$ cat src/rtl/reg_spi_scheduler.sv
// Register-write SPI receiver with a small pending FIFO; buffered writes are
// released to the register bank only while vblank is high, in arrival order.
module reg_spi_scheduler #(
    parameter int ADDR_W = 4,
    parameter int DATA_W = 16,
    parameter int DEPTH  = 4
) (
    input  logic              clk,
    input  logic              rst_n,
    input  logic              reg_sclk,
    input  logic              reg_mosi,
    input  logic              reg_ss_n,
    input  logic              vblank,
    output logic              wr_en,
    output logic [ADDR_W-1:0] wr_addr,
    output logic [DATA_W-1:0] wr_data,
    output logic              pending,
    output logic              overflow
);

    localparam int FRAME_LEN = ADDR_W + DATA_W;
    localparam int CNT_W     = $clog2(FRAME_LEN + 2);
    localparam int PTR_W     = $clog2(DEPTH);
    localparam int LVL_W     = PTR_W + 1;

    localparam logic [CNT_W-1:0] CNT_FULL = CNT_W'(FRAME_LEN);
    localparam logic [CNT_W-1:0] CNT_SAT  = CNT_W'(FRAME_LEN + 1);
    localparam logic [LVL_W-1:0] LVL_FULL = LVL_W'(DEPTH);

    localparam logic [1:0] ST_DISARMED = 2'd0;
    localparam logic [1:0] ST_IDLE     = 2'd1;
    localparam logic [1:0] ST_SHIFT    = 2'd2;

    // Sync flops reset to 0 so select reads as "low" until really sampled;
    // this keeps DISARMED from arming on a frame already in flight.
    logic [2:0] sync1_reg, sync2_reg;
    logic [1:0] sync3_reg;

    always_ff @(posedge clk or negedge rst_n) begin
        if (!rst_n) begin
            sync1_reg <= '0;
            sync2_reg <= '0;
            sync3_reg <= '0;
        end else begin
            sync1_reg <= {reg_ss_n, reg_mosi, reg_sclk};
            sync2_reg <= sync1_reg;
            sync3_reg <= {sync2_reg[2], sync2_reg[0]};
        end
    end

    logic sclk_rise, ss_rise, ss_low, mosi_s;
    assign sclk_rise = sync2_reg[0] & ~sync3_reg[0];
    assign ss_rise   = sync2_reg[2] & ~sync3_reg[1];
    assign ss_low    = ~sync2_reg[2];
    assign mosi_s    = sync2_reg[1];

    logic [1:0]           state_reg;
    logic [CNT_W-1:0]     cnt_reg;
    logic [FRAME_LEN-1:0] sr_reg;
    logic                 frame_done;

    assign frame_done = (state_reg == ST_SHIFT) && ss_rise && (cnt_reg == CNT_FULL);

    always_ff @(posedge clk or negedge rst_n) begin
        if (!rst_n) begin
            state_reg <= ST_DISARMED;
            cnt_reg   <= '0;
            sr_reg    <= '0;
        end else begin
            case (state_reg)
                ST_DISARMED: if (sync2_reg[2]) state_reg <= ST_IDLE;
                ST_IDLE: begin
                    if (ss_low) begin
                        state_reg <= ST_SHIFT;
                        cnt_reg   <= '0;
                        sr_reg    <= '0;
                    end
                end
                ST_SHIFT: begin
                    // Select release takes priority over a coincident clock edge.
                    if (ss_rise) begin
                        state_reg <= ST_IDLE;
                    end else if (sclk_rise) begin
                        sr_reg <= {sr_reg[FRAME_LEN-2:0], mosi_s};
                        if (cnt_reg != CNT_SAT) cnt_reg <= cnt_reg + CNT_W'(1);
                    end
                end
                default: state_reg <= ST_DISARMED;
            endcase
        end
    end

    logic [FRAME_LEN-1:0] mem [DEPTH];
    logic [PTR_W-1:0]     wr_ptr_reg, rd_ptr_reg;
    logic [LVL_W-1:0]     level_reg;
    logic                 pop, push;
    logic                 wr_en_reg, overflow_reg;
    logic [ADDR_W-1:0]    wr_addr_reg;
    logic [DATA_W-1:0]    wr_data_reg;

    // A full FIFO still accepts a push when a pop frees the slot on the same edge.
    assign pop  = vblank && (level_reg != '0);
    assign push = frame_done && ((level_reg != LVL_FULL) || pop);

    always_ff @(posedge clk) begin
        if (push) mem[wr_ptr_reg] <= sr_reg;
    end

    always_ff @(posedge clk or negedge rst_n) begin
        if (!rst_n) begin
            wr_ptr_reg   <= '0;
            rd_ptr_reg   <= '0;
            level_reg    <= '0;
            overflow_reg <= 1'b0;
            wr_en_reg    <= 1'b0;
            wr_addr_reg  <= '0;
            wr_data_reg  <= '0;
        end else begin
            wr_en_reg <= pop;
            if (push) wr_ptr_reg <= wr_ptr_reg + PTR_W'(1);
            if (pop) begin
                rd_ptr_reg                 <= rd_ptr_reg + PTR_W'(1);
                {wr_addr_reg, wr_data_reg} <= mem[rd_ptr_reg];
            end
            if (push && !pop)      level_reg <= level_reg + LVL_W'(1);
            else if (pop && !push) level_reg <= level_reg - LVL_W'(1);
            if (frame_done && !push) overflow_reg <= 1'b1;
        end
    end

    assign wr_en    = wr_en_reg;
    assign wr_addr  = wr_addr_reg;
    assign wr_data  = wr_data_reg;
    assign pending  = (level_reg != '0);
    assign overflow = overflow_reg;

endmodule

$ cat config.mk
export PLATFORM = sky130hd
export DESIGN_NAME = reg_spi_scheduler
export DESIGN_NICKNAME = d
export VERILOG_FILES = /design/src/rtl/reg_spi_scheduler.sv
export SDC_FILE = /design/constraint.sdc
export NUM_CORES = 1
export LEC_CHECK = 0
export CORE_ASPECT_RATIO = 0.6
export CORE_UTILIZATION = 54
export DETAILED_ROUTE_END_ITERATION = 16
export GPL_TIMING_DRIVEN = 0
export PLACE_DENSITY = 0.76
export SLEW_MARGIN = 10
export SYNTH_ARGS = -nofsm -noshare
export SYNTH_HDL_FRONTEND = slang
export SYNTH_SLANG_ARGS = --single-unit
export TNS_END_PERCENT = 20
$ cat constraint.sdc
create_clock -name clk -period 2.39 [get_ports clk]
set_clock_uncertainty 0.2 [all_clocks]
set_input_delay 0.5975 -clock clk [delete_from_list [all_inputs] [get_ports clk]]
set_output_delay 0.5975 -clock clk [all_outputs]
set_load 0.1 [all_outputs]
; ---- Word level (Yosys, flattened, before mapping)
; Memory sizes are Yosys's and may differ from the RTL's. A register that Yosys moved wholly into a read port is not among the register bits.
; Cells that the tools add are included.
; Widths: inputs -> output; s select.
[totals]
elab_cells = 67
input_bits = 6
mem_count = 1
ff_bits = 44
mem_bits_rw = 80
[op_classes]
reduce_logical = 18
n_mux = 17
bitwise_logic = 4
add_sub_neg = 5
eq_ne = 11
[memory_table]
columns = name, depth, width, read_ports, rd_ports_with_merged_regs, wr, line_no
row1 = mem, 4, 20, 1, 1, 1, 93  ; logic [FRAME_LEN-1:0] mem [DEPTH];
[op_table]
columns = operator, n
row1 = $mux 20, 3
row2 = $pmux 20 s2, 1
row3 = $mux 5, 4
row4 = $ne 2x2->1 const B, 5
row5 = $pmux 5 s2, 1
row6 = $logic_and 1x1->1, 7
row7 = $mux 2, 3
row8 = $mux 3, 2
row9 = $pmux 2 s3, 1
row10 = $add 5x1->5 const B, 1
row11 = $eq 5x5->1 const B, 1
row12 = $ne 5x5->1 const B, 1
row13 = $reduce_and 5->1, 1
row14 = $add 2x1->2 const B, 2
row15 = $reduce_and 4->1, 1
row16 = $reduce_bool 2->1, 2
row17 = $add 3x1->3 const B, 1
row18 = $logic_not 1->1, 3
row19 = $ne 3x3->1 const B, 1
row20 = $reduce_and 3->1, 1
row21 = $reduce_bool 3->1, 1
row22 = $sub 3x1->3 const B, 1
row23 = $and 1x1->1, 2
row24 = $eq 2x1->1 const B, 1
row25 = other kinds (6), 8

; ---- Depth between registers and ports, before layout
; Gate-level depths: netlist (run 1).
[depth]
depth_word = 9
depth_mapped = 12
ltp_nobuf = 11

; ---- Worst setup path after synthesis (run 1)
; Ideal clock, no wire load.
[synth_timing]
path_type = register -> register
start = reg cnt_reg[0]
end = reg level_reg[2]
arrival_time_ns = 2.180
setup_ns = 0.079
path_slack_ns = -0.069
stages_incl_launch_ff = 13
cell_sequence = dfrtp_1 -> inv_1 -> ha_1 -> nand2_1 -> nor4_1 -> and4b_1 -> buf_6 -> ha_1 -> inv_1 -> fa_1 -> xor2_1 -> nor2_1 -> xor2_1
[synth_via]
elab_chain_cells = 6
word_cells_on_any_way = 8
classes_between = eq/ne (1) / mux (1) / reduce/logical (6)
[synth_lines]
columns = element, line_no
row1 = "start, declared", 58  ; logic [CNT_W-1:0] cnt_reg;
row2 = "start signal, assigned", 85  ; if (cnt_reg != CNT_SAT) cnt_reg <= cnt_reg + CNT_W'(1);
row3 = $eq 5x5->1 *, 62  ; assign frame_done = (state_reg == ST_SHIFT) && ss_rise && (cnt_reg == CNT_FULL);
row4 = $logic_and 1x1->1 *, 62
row5 = $logic_and 1x1->1 *, 103  ; assign push = frame_done && ((level_reg != LVL_FULL) || pop);
row6 = via push, 96  ; logic pop, push;
row7 = $logic_not 1->1, 126  ; else if (pop && !push) level_reg <= level_reg - LVL_W'(1);
row8 = $logic_and 1x1->1, 126
row9 = $reduce_bool 2->1 (no line), -
row10 = "end signal, assigned", 125  ; if (push && !pop) level_reg <= level_reg + LVL_W'(1);
row11 = "end signal, assigned", 126
row12 = "end, declared", 95  ; logic [LVL_W-1:0] level_reg;
; Mark *: on every way through the listed nets, which the timed path passes. The rest lies on a longest branch.
; A chain may end at the register's enable or synchronous reset.

; ---- Final worst setup path (run 1)
[layout_timing]
start = reg cnt_reg[1]
end = reg level_reg[2]
; The elaborated chain is that of the path after synthesis.

==> results of run 1 <==
[through the flow]
stage | worst slack (ps) | setup TNS, ps | total power, mW | cell area, um2 | util, %
floorplan | -13.97 | -13.97 | 2.840 | 5777 | -
global route | -186.4 | -350.6 | 5.562 | 6953 | 68.67
finish | -47.89 | -80.28 | 5.380 | 6953 | 68.67
global placement | -1729 | -168100 | 2.907 | 6226 | 61.49
detailed placement | -780.0 | -62090 | 2.923 | 6251 | 61.74
CTS | -251.0 | -1451 | 5.403 | 6903 | 68.18
[worst register-to-register path: stages (launching register included)]
cell	delay, ps
dfrtp_1	390
inv_2	80
ha_4	140
nand2_4	50
nor4_4	180
and4b_1	260
buf_6	110
ha_4	130
inv_2	40
fa_2	350
xor2_1	140
nor2_1	130
xor2_1	150
[layout by cell type, fill, tap and decap left out, types with 2 or more instances in the layout]
| cell type | instances |
|---|---|
| and2_1 | 2 |
| mux2_4 | 20 |
| inv_6 | 2 |
| mux2_2 | 2 |
| inv_1 | 22 |
| clkbuf_1 | 3 |
| xnor2_1 | 4 |
| dfrtp_1 | 63 |
| clkbuf_16 | 17 |
| and2_4 | 6 |
| o31ai_1 | 2 |
| nor2b_1 | 2 |
| nor2_1 | 3 |
| o41ai_2 | 2 |
| clkdlybuf4s50_1 | 3 |
| mux2i_1 | 21 |
| nand2_4 | 2 |
| mux4_2 | 20 |
| clkinv_2 | 3 |
| ha_4 | 2 |
| buf_4 | 12 |
| edfxtp_1 | 80 |
| clkinv_1 | 2 |
| clkdlybuf4s15_2 | 19 |
| clkbuf_2 | 2 |
| ha_1 | 6 |
| o21ai_0 | 3 |
| clkinvlp_4 | 5 |
| nand3_1 | 2 |
| nand2_1 | 26 |
| xor2_1 | 2 |
| inv_2 | 4 |
| buf_6 | 3 |
[worst paths after layout]
| check | to | startpoint |
|---|---|---|
| min in group asynchronous | wr_data[5] | rst_n |
| worst min register to register | sync2_reg[2] | sync1_reg[2] |
| worst max-delay path | level_reg[2] | cnt_reg[1] |
| max in group asynchronous | cnt_reg[0] | rst_n |
| worst min-delay path | sync2_reg[2] | sync1_reg[2] |
| worst max register to register | level_reg[2] | cnt_reg[1] |
[report_power, final]
| group | leakage, nW | switching (mW) | internal, mW | total, mW |
|---|---|---|---|---|
| Combinational | 0.816 | 0.148 | 0.105 | 0.253 |
| Clock | 0.260 | 1.02 | 1.45 | 2.47 |
| Sequential | 1.57 | 0.0247 | 2.63 | 2.66 |
| Total | 2.65 | 1.19 | 4.19 | 5.38 |
[cells by family after synthesis]
kind of cell | after synthesis | share of synthesized area (%)
flops | 144 | 69.46
mux | 63 | 17.00
simple gates | 54 | 5.166
buf+inv | 39 | 3.321
compound gates | 14 | 2.062
fa+ha+maj | 9 | 2.084
xor+xnor | 6 | 0.9116
[routing by layer]
metal	global-route usage [%]	vias up	share of wire, %
met4	6.517	0	1.4
met1	29.64	1477	49
met3	7.222	14	4.9
li1	-	1319	-
met2	30.92	59	44
met5	0	-	0
[timing repair]
action | 4_1_cts | 5_1_grt
buffers inserted | 3 | 2
resized for setup | 78 | 20
hold buffers | 1 | 0
setup endpoints to repair | 105 | 86
hold endpoints to repair | 10 | 0
gates cloned | 2 | 0
pin swaps | 6 | 7
[area by class of cell]
class / instances / area [um2] / share of cell area (%)
repair buffers: 35 / 366.6 / 5.273
clock buffers: 18 / 439.2 / 6.316
inverters: 27 / 103.9 / 1.494
multi-input cells: 148 / 1665 / 23.95
well taps: 135 / 168.9 / 2.429
flip-flops and latches: 144 / 4005 / 57.60
plain buffers: 12 / 87.58 / 1.260
clock inverters: 14 / 116.4 / 1.674
==> impl.org, run 1 <==
** Timing
- Final setup viols :: 2
- Rel. slew slack :: 37.64%
- The final max-slew violation count came to 0.
- Final count of hold timing violations :: 0
- Setup repair after global routing could not meet its margin everywhere.
- For the pin with the worst max-slew slack, the measured transition is 939.0 ps.
- In the post-route analysis, the smallest setup slack over all paths is -47.89 ps.
- The final critical path takes up 102.0% of the cycle.
- FMAX :: 410.2 MHz
- For the finished layout, the period the worst path requires is 2438 ps.
- Hold timing on the final database bottoms out at a slack of 147.2 ps.

** Placement
- Detail Placement HPWL :: 5954 um
- Including well taps, the total number of placed cells is 493.
- Count of port buffers added during placement :: 28
- At the end of routability-driven placement, the weighted congestion stood at 0.7734.

** Critical path
- CP Depth :: 12
- Critical path capture point type :: flop
- Data on the critical path arrives at its endpoint at 2580 ps.
- R2r worst-path depth :: 12
- Of all nets on the critical path, the largest fanout is 2.
- The setup check on the worst reg-to-reg path leaves a slack of -50 ps.
- At the worst endpoint, the required time is 2530 ps.
- Largest delay contributor family on the critical path :: adder cells
- STA classifies the critical path startpoint as a flop.
- On the critical path, the stage with the largest delay is an instance of dfrtp_1.
- Critical path type :: reg2reg
- Largest stage delay, worst path :: 390 ps
- The number of buffers and inverters on the critical path is 3.
- Traced cell by cell, the critical path runs through inv_2, ha_4, nand2_4, nor4_4, and4b_1, buf_6, ha_4, inv_2, fa_2, xor2_1, nor2_1, xor2_1.

** Clock tree
- TritonCTS built the clock tree.
- Cts bufs inserted :: 17
- The tree is rooted in a clkbuf_16.
- The clock tree synthesis step divided the H-tree into 4 levels.
- Clock tree synthesis found a total of 144 sinks.
- Clock-pin slew was measured on the worst setup and hold paths at 60 ps.
- At the later pin of the worst-skew pair, clock insertion delay measures 420 ps.
- The longest clock path from root to sink contains 2 buffers.

** Routing
- Antenna violation net count after detailed routing :: 0
- Iteration-0 DRC Markers :: 174
- Final wirelength :: 10070 um
- Number of design rule violations left after detail routing :: 0
- The detailed router placed 2869 vias in this run.
- After detailed routing, the number of vias per cell comes to 5.383.
- For this run, the detailed router's first-pass iteration total came to 4.
- Detailed-route wire length per cell :: 18.89 um

** Worst hold path
- The worst hold path was traced through 0 stages.
- The min-delay analysis places its worst path in the category reg2reg.

** Finish
- 0 antenna diodes ended up in the layout.
- Relative to the synthesized area, the layout overhead comes to 20.62%.
- The register with the most flip-flops in the layout has 80 of them.
- Post-route non-filler standard cell count :: 533
- In the final layout, the share of cells above drive strength 1 is 34.42%.
- Fill cells in the final layout number 645.
- Number of nets in the layout :: 400

** Floorplan
- Number of top-level pins :: 29
- The initialized floorplan defines 28 standard-cell rows.
- For this configuration, the core starts out at a cell density of 56.93%.
- Measured along the y axis, the die boundary spans 82.03 um.
- Floorplan die width :: 135.4 um
- Area of the placeable core :: 10120 um2
- The floorplan step defined a die boundary enclosing 11110 um2.

** Global routing
- The via count of the first global-routing pass is 2953.
- Number of antenna violations at the first check in global routing :: 0
- Global-route wire length before repair :: 16360 um
- The total overflow left after global routing is 0.
- Largest net degree at the start of global routing :: 55
- Aggregate global-route resource usage :: 20.99%

** Power and ir drop
- For this design the static power due to leakage is 2.650 nW.
- Maximum vdd drop :: 0.6992 mV
- Power density over the cells :: 773.8 nW/um2

** Run status
- The final reports fail on setup timing.
- Status :: complete, but fails checks

** Logic synthesis
- When the netlist entered floorplanning its net count stood at 344.
- The number of different library cells used by synthesis comes to 44.
- Synthesis inferred 144 register bits.
- Proportion of netlist area held by the largest area contributor :: 41.68%
- Netlist area before placement :: 5764 um2
- Synthesis produced 329 cells.
- Among all cell types in the netlist, the one instantiated most often is edfxtp_1.
- Most frequent cells after synthesis :: edfxtp_1, dfrtp_1, nand2_1, inv_1, mux2i_1
- A synthesized cell averages 17.52 um2.
- Cell taking the most area after synthesis :: edfxtp_1
- Part of the Yosys area used for sequential elements :: 69.46%
- For this run, asynchronously set or reset flops after synthesis account for 44.44%.
- YS warnings :: 0
- Yosys mapped a number of flops with a built-in enable equal to 80.
- Most used flip-flop cell after synthesis :: edfxtp_1
- Yosys attributes the largest share of cell area to edfxtp_1, dfrtp_1, mux4_2.

** Job
- Number of violations of the max-capacitance limit :: 0
Power figures use the tool's default switching activity.
==> run 2, diff against run 1 <==
Settings changed: SKIP_LAST_GASP set to 1.
==> impl.org, run 2 (synthesis gave the netlist of run 1 again) <==
** Timing
- The final max-slew violation count was 0.
- Setup violations remaining at the end of the flow were counted as 23.
- Minimum period implied by the final worst setup slack :: 2440 ps
- Rel. slew slack :: 35.89%
- Slew at the pin closest to its max-slew limit :: 965.5 ps
- Worst hold slack after final layout :: 147.2 ps
- FMAX :: 409.9 MHz
- The final hold violation count came to 0.
- Setup slack on the critical path of the routed design comes to -49.70 ps.
- In the finished design, the share of the clock period the worst path needs comes to 102.1%.
- Setup repair after global routing missed its margin :: yes

** Routing
- Average vias per placed instance :: 5.356
- The detail route stage leaves a number of antenna-violating nets equal to 0.
- After detailed routing, the total wire length is 10090 um.
- Number of vias in the routed layout :: 2855
- After detailed routing, the average wire length per cell comes to 18.93 um.
- In this run, the number of DRC markers left after iteration 0 of detailed routing was 153.
- Number of design rule violations left after detail routing :: 0
- Pre-antenna DRT Iters :: 4

** Critical path
- Along the worst path, the maximum fanout reaches 2.
- Worst-path cell chain :: dlygate4sd2_1
- Critical Path Source Type :: flop
- Cell with the largest stage delay on the worst path :: dlygate4sd2_1
- Grouping stages by cell kind, the critical path spends the most delay in buffers and inverters.
- For the worst setup path, the data arrival time is 1640 ps.
- In this design, the stage delay of the slowest critical-path cell is 870 ps.
- Data on the critical path is required at its endpoint by 1590 ps.
- WP buf/inv :: 1
- Critical path type :: reg2out
- The worst setup path is captured at an output pin.

** Finish
- Fillers :: 662
- Max FFs per register :: 80
- Fraction of layout cells with a size suffix above 1 :: 29.15%
- Count of inserted antenna diode cells :: 0
- Commonest cells after routing, fill and taps aside :: edfxtp_1, dfrtp_1, nand2_1, inv_1, dlygate4sd2_1
- At the end of the flow, the number of nets in the layout was 400.
- Commonest non-fill, non-tap cell in the layout :: edfxtp_1
- Cells fill 68.14% of the core in the end.
- Area growth, synth to finish :: 19.69%

** Power and ir drop
- Power density over the cells :: 778.6 nW/um2
- The share of total power dissipated in the clock network is 45.9%.
- Sw Pwr :: 1.184 mW
- Across the VDD grid, the largest voltage drop is 0.6962 mV.
- Combinational Power Share :: 4.6%
- Summed over all cells, the static leakage comes to 2.740 nW.
- Switching share of total power :: 22.04%
- Flop pwr share :: 49.5%
- Internal power comes to 4.188 mW.

** Global routing
- Global routing finished with a remaining overflow of 0.
- Aggregate global-route resource usage :: 21.03%
- Entering global routing, the biggest net connects 55 pins.
- The via count of the first global-routing pass came to 2953.
- The initial antenna violation count came to 0.
- Global-route wire length before repair :: 16370 um

** Job
- Number of violations of the max-capacitance limit :: 0

** Placement
- Detailed placement finished with a half-perimeter wire length of 5954 um.
- Gpl congestion :: 0.7734
- Port buffering added 28 buffers.

** Clock tree
- CTS tree :: yes
- CTS max path bufs :: 2
- CTS Sinks :: 144
- The clock reaches the later pin of the worst-skew pair after 410 ps.
- Clk Tree Root Cell :: clkbuf_16
- Cts bufs inserted :: 17
- Register clock-pin slew on the reported worst setup and hold paths :: 60 ps
- In this run the number of H-tree levels came out at 4.

** Floorplan
- In this run the core area contains 28 standard-cell rows.
- During I/O placement, the number of pins put on the boundary was 29.
- Die H :: 82.03 um
- For this configuration, the core starts out at a cell density of 56.93%.
- Die ar. :: 11110 um2
- The region available for standard cell placement spans 10120 um2.
- Floorplan die width :: 135.4 um

** Run status
- The run finished, with violations left.
- Violated checks :: setup timing

** Worst hold path
- Type of the worst min-delay path :: reg2reg
## run 2: worst reg2reg max path: stages (launching register included)
cell and delay (ps):
dfrtp_1 390, inv_2 80, ha_4 130, nand2_2 60
nor4_4 190, and4b_1 260, buf_6 110, ha_4 130
inv_2 40, fa_2 350, xor2_1 140, nor2_1 130
xor2_1 150
## run 2: worst paths after layout
| kind | from | endpoint | slack, ps | cells past startpoint |
|---|---|---|---|---|
| setup / recovery | wr_addr[1] | wr_addr[1] | -50 | 1 |
| hold / removal | sync1_reg[2] | sync2_reg[2] | 150 | 0 |
| setup reg to reg | cnt_reg[1] | level_reg[2] | -50 | 12 |
| hold reg to reg | sync1_reg[2] | sync2_reg[2] | 150 | 0 |
| max in group asynchronous | rst_n | cnt_reg[0] | 1090 | 3 |
| min in group asynchronous | rst_n | wr_data[5] | 380 | 2 |
## run 2: metrics by stage
| step | worst slack, ps | std cells | setup TNS [ps] | instance area (um2) | power, mW |
|---|---|---|---|---|---|
| 2_1_floorplan | -13.97 | 329 | -13.97 | 5777 | 2.840 |
| 3_3_place_gp | -1729 | 492 | -168100 | 6226 | 2.907 |
| 3_5_place_dp | -780.0 | 493 | -62090 | 6251 | 2.923 |
| 4_1_cts | -251.0 | 531 | -10660 | 6849 | 5.403 |
| 5_1_grt | -188.3 | 533 | -1985 | 6899 | 5.555 |
| 6_report | -49.70 | 533 | -562.6 | 6899 | 5.371 |
## run 2: repair_timing
| item | CTS | global route |
|---|---|---|
| hold buffers | 1 | 0 |
| endpoints found under the hold margin | 10 | 0 |
| setup buffers | 3 | 2 |
| gates cloned | 2 | 0 |
| setup endpoints to repair | 105 | 105 |
| gates resized for setup | 35 | 15 |
| pin swaps | 4 | 7 |
## run 2: final cells by class
class	count	area [um2]	area share [%]
Clock inverter	14	116.4	1.687
Clock buffer	18	439.2	6.366
Timing Repair Buffer	35	322.8	4.679
Tap cell	135	168.9	2.448
Inverter	27	103.9	1.505
Sequential cell	144	4005	58.05
Buffer	12	87.58	1.269
Multi-Input combinational cell	148	1655	23.99
## run 2: power by group through the flow
stage	Sequential, mW	Combinational [mW]	Clock [mW]
6_report	2.66	0.248	2.46
4_1_cts	2.66	0.233	2.51
5_1_grt	2.66	0.278	2.62
3_3_place_gp	2.71	0.198	0
3_5_place_dp	2.71	0.210	0
2_1_floorplan	2.70	0.135	0
## run 2: routing by layer
layer  wire length [um]  GRT usage [%]
met5                  0              0
met4                 99          5.955
met3                565          7.284
met2               4492          31.18
met1               4930          29.72
==> run 3, diff against run 2 <==
Settings changed: RECOVER_POWER set to 50.
==> impl.org, run 3 (synthesis gave the netlist of run 1 again) <==
** Global routing
- Number of antenna violations at the first check in global routing :: 0
- Vias in the first global route :: 2953
- Aggregate global-route resource usage :: 21.03%
- Global-route congestion overflow total :: 0
- Global-route wire length before repair :: 16370 um
- Largest net degree at the start of global routing :: 55

** Clock tree
- At the later pin of the worst-skew pair, clock insertion delay measures 410 ps.
- TritonCTS built the clock tree.
- Clock-pin slew was measured on the worst setup and hold paths at 60 ps.
- H-tree depth reported by CTS :: 4
- CTS Sinks :: 144
- Counting along the longest clock path gives a buffer depth of 2.
- Clock tree synthesis inserted a total of 17 buffers.
- Clk Tree Root Cell :: clkbuf_16

** Critical path
- In this run the worst path has a maximum fanout of 2.
- Crit path required time :: 1590 ps
- In this design, the stage delay of the slowest critical-path cell is 870 ps.
- Critical Path Source Type :: flop
- Counting both buffers and inverters, the worst setup path holds a total of 1.
- Critical path type :: reg2out
- Signal arrival time at the worst endpoint :: 1640 ps
- Worst-path cell chain :: dlygate4sd2_1
- The slowest stage of the critical path is the dlygate4sd2_1 cell.
- The cell family contributing the most delay on the critical path is buffers and inverters.
- Critical path capture point type :: output pin

** Power and ir drop
- Leakage power :: 2.729 nW
- For this design the ratio of total power to cell area is 780.3 nW/um2.
- VDD sags by at most 0.6960 mV.

** Finish
- For this run, the number of standard cells in the final layout without fillers is 533.
- Area growth, synth to finish :: 19.27%
- In the final design database the tool counted 400 nets.
- The repair_antennas step left the layout with diodes totalling 0.
- Fraction of layout cells with a size suffix above 1 :: 28.89%
- Commonest cells after routing, fill and taps aside :: edfxtp_1, dfrtp_1, nand2_1, inv_1, dlygate4sd2_1
- Leaving out fill and tap cells, the most frequent cell in the layout is edfxtp_1.
- The layout has 664 filler cells.
- The register with the most flip-flops in the layout has 80 of them.
- Cells fill 67.91% of the core in the end.
- Layout Cell Area excl Fill :: 6875 um2

** Routing
- The pre-antenna-repair detailed-routing pass consisted of 4 iterations.
- Number of vias in the routed layout :: 2853
- For this run, design rule violations remaining after detail routing come to 0.
- In the final routed layout, each cell accounts on average for 18.92 um.
- The routed design has 10090 um of wire.
- Iteration-0 DRC Markers :: 154
- Average vias per placed instance :: 5.353
- Antenna violation net count after detailed routing :: 0

** Timing
- Rel. slew slack :: 35.91%
- FMAX :: 409.9 MHz
- Setup repair after global routing missed its margin :: yes
- The worst path in the final design needs a cycle of 2440 ps, including I/O delays and setup.
- On the final layout, the worst hold slack is 147.2 ps.
- The final hold violation count was 0.
- Across all setup checks in the final design, the least slack found is -49.53 ps.
- The worst path uses 102.1% of the clock period.
- Final-report max-slew violation count :: 0
- For the pin with the worst max-slew slack, the measured transition is 965.2 ps.
- Final setup viols :: 23

** Placement
- Gpl congestion :: 0.7734
- Detail Placement HPWL :: 5954 um
- Placement-stage worst setup slack :: -780.0 ps
- Counting tap cells, the placed design contains a total of 493 instances.
- Count of port buffers added during placement :: 28
- Area after detailed placement :: 6251 um2

** Run status
- Violated checks :: setup timing
- The flow ran to the end, but the final reports show violations.

** Job
- Number of violations of the max-capacitance limit :: 0

** Floorplan
- FP Rows :: 28
- Die H :: 82.03 um
- The die covers 11110 um2.
- Starting Density :: 56.93%
- Area of the placeable core :: 10120 um2
- Floorplan die width :: 135.4 um
- Number of top-level pins :: 29

** Worst hold path
- Type of the worst min-delay path :: reg2reg
-- run 3: cell types whose count changed in the layout (fill, tap and decap cells not counted) --
cell	before	now
dlygate4sd3_1	1	4
buf_4	11	9
buf_16	1	0
clkbuf_4	0	2
clkbuf_1	3	4
clkdlybuf4s50_1	3	0
-- run 3: per-layer routing --
metal	GRT usage (%)	up-vias	wire length, um
li1	-	1314	-
met1	29.72	1469	4967
met2	31.18	62	4495
met3	7.284	8	523
met4	5.955	0	99
met5	0	-	0
-- run 3: metrics by stage --
stage               setup TNS, ps  total power, mW
global placement          -168100            2.907
finish                     -561.4            5.365
detailed placement         -62090            2.923
CTS                        -10660            5.403
global route                -5853            5.549
floorplan                  -13.97            2.840
-- run 3: final timing paths --
check / end / startpoint / slack (ps) / cells past startpoint
max: wr_addr[1] / wr_addr[1] / -50 / 1
min: sync2_reg[2] / sync1_reg[2] / 150 / 0
max reg2reg: level_reg[2] / cnt_reg[1] / -50 / 12
min reg2reg: sync2_reg[2] / sync1_reg[2] / 150 / 0
max in group asynchronous: cnt_reg[0] / rst_n / 180 / 3
min in group asynchronous: wr_data[5] / rst_n / 520 / 2
-- run 3: layout make-up --
| type | count | area (um2) | share of cell area (%) |
|---|---|---|---|
| plain buffers | 12 | 87.58 | 1.274 |
| clock buffers | 18 | 439.2 | 6.388 |
| clock inverters | 14 | 116.4 | 1.692 |
| inverters | 27 | 103.9 | 1.510 |
| multi-input cells | 148 | 1655 | 24.08 |
| flip-flops and latches | 144 | 4005 | 58.25 |
| well taps | 135 | 168.9 | 2.457 |
| repair buffers | 35 | 299.0 | 4.349 |
-- run 3: what timing repair did --
action | CTS | global route
gates cloned | 2 | 0
pin swaps | 4 | 7
endpoints found under the hold margin | 10 | 0
buffers inserted | 3 | 2
endpoints found under the setup margin | 105 | 105
resized for setup | 35 | 15
hold buffers | 1 | 0
-- run 3: report_power, final --
group          switching [mW]  internal (mW)
Clock                    1.01           1.45
Sequential             0.0242           2.63
Combinational           0.144         0.0971
Total                    1.18           4.18
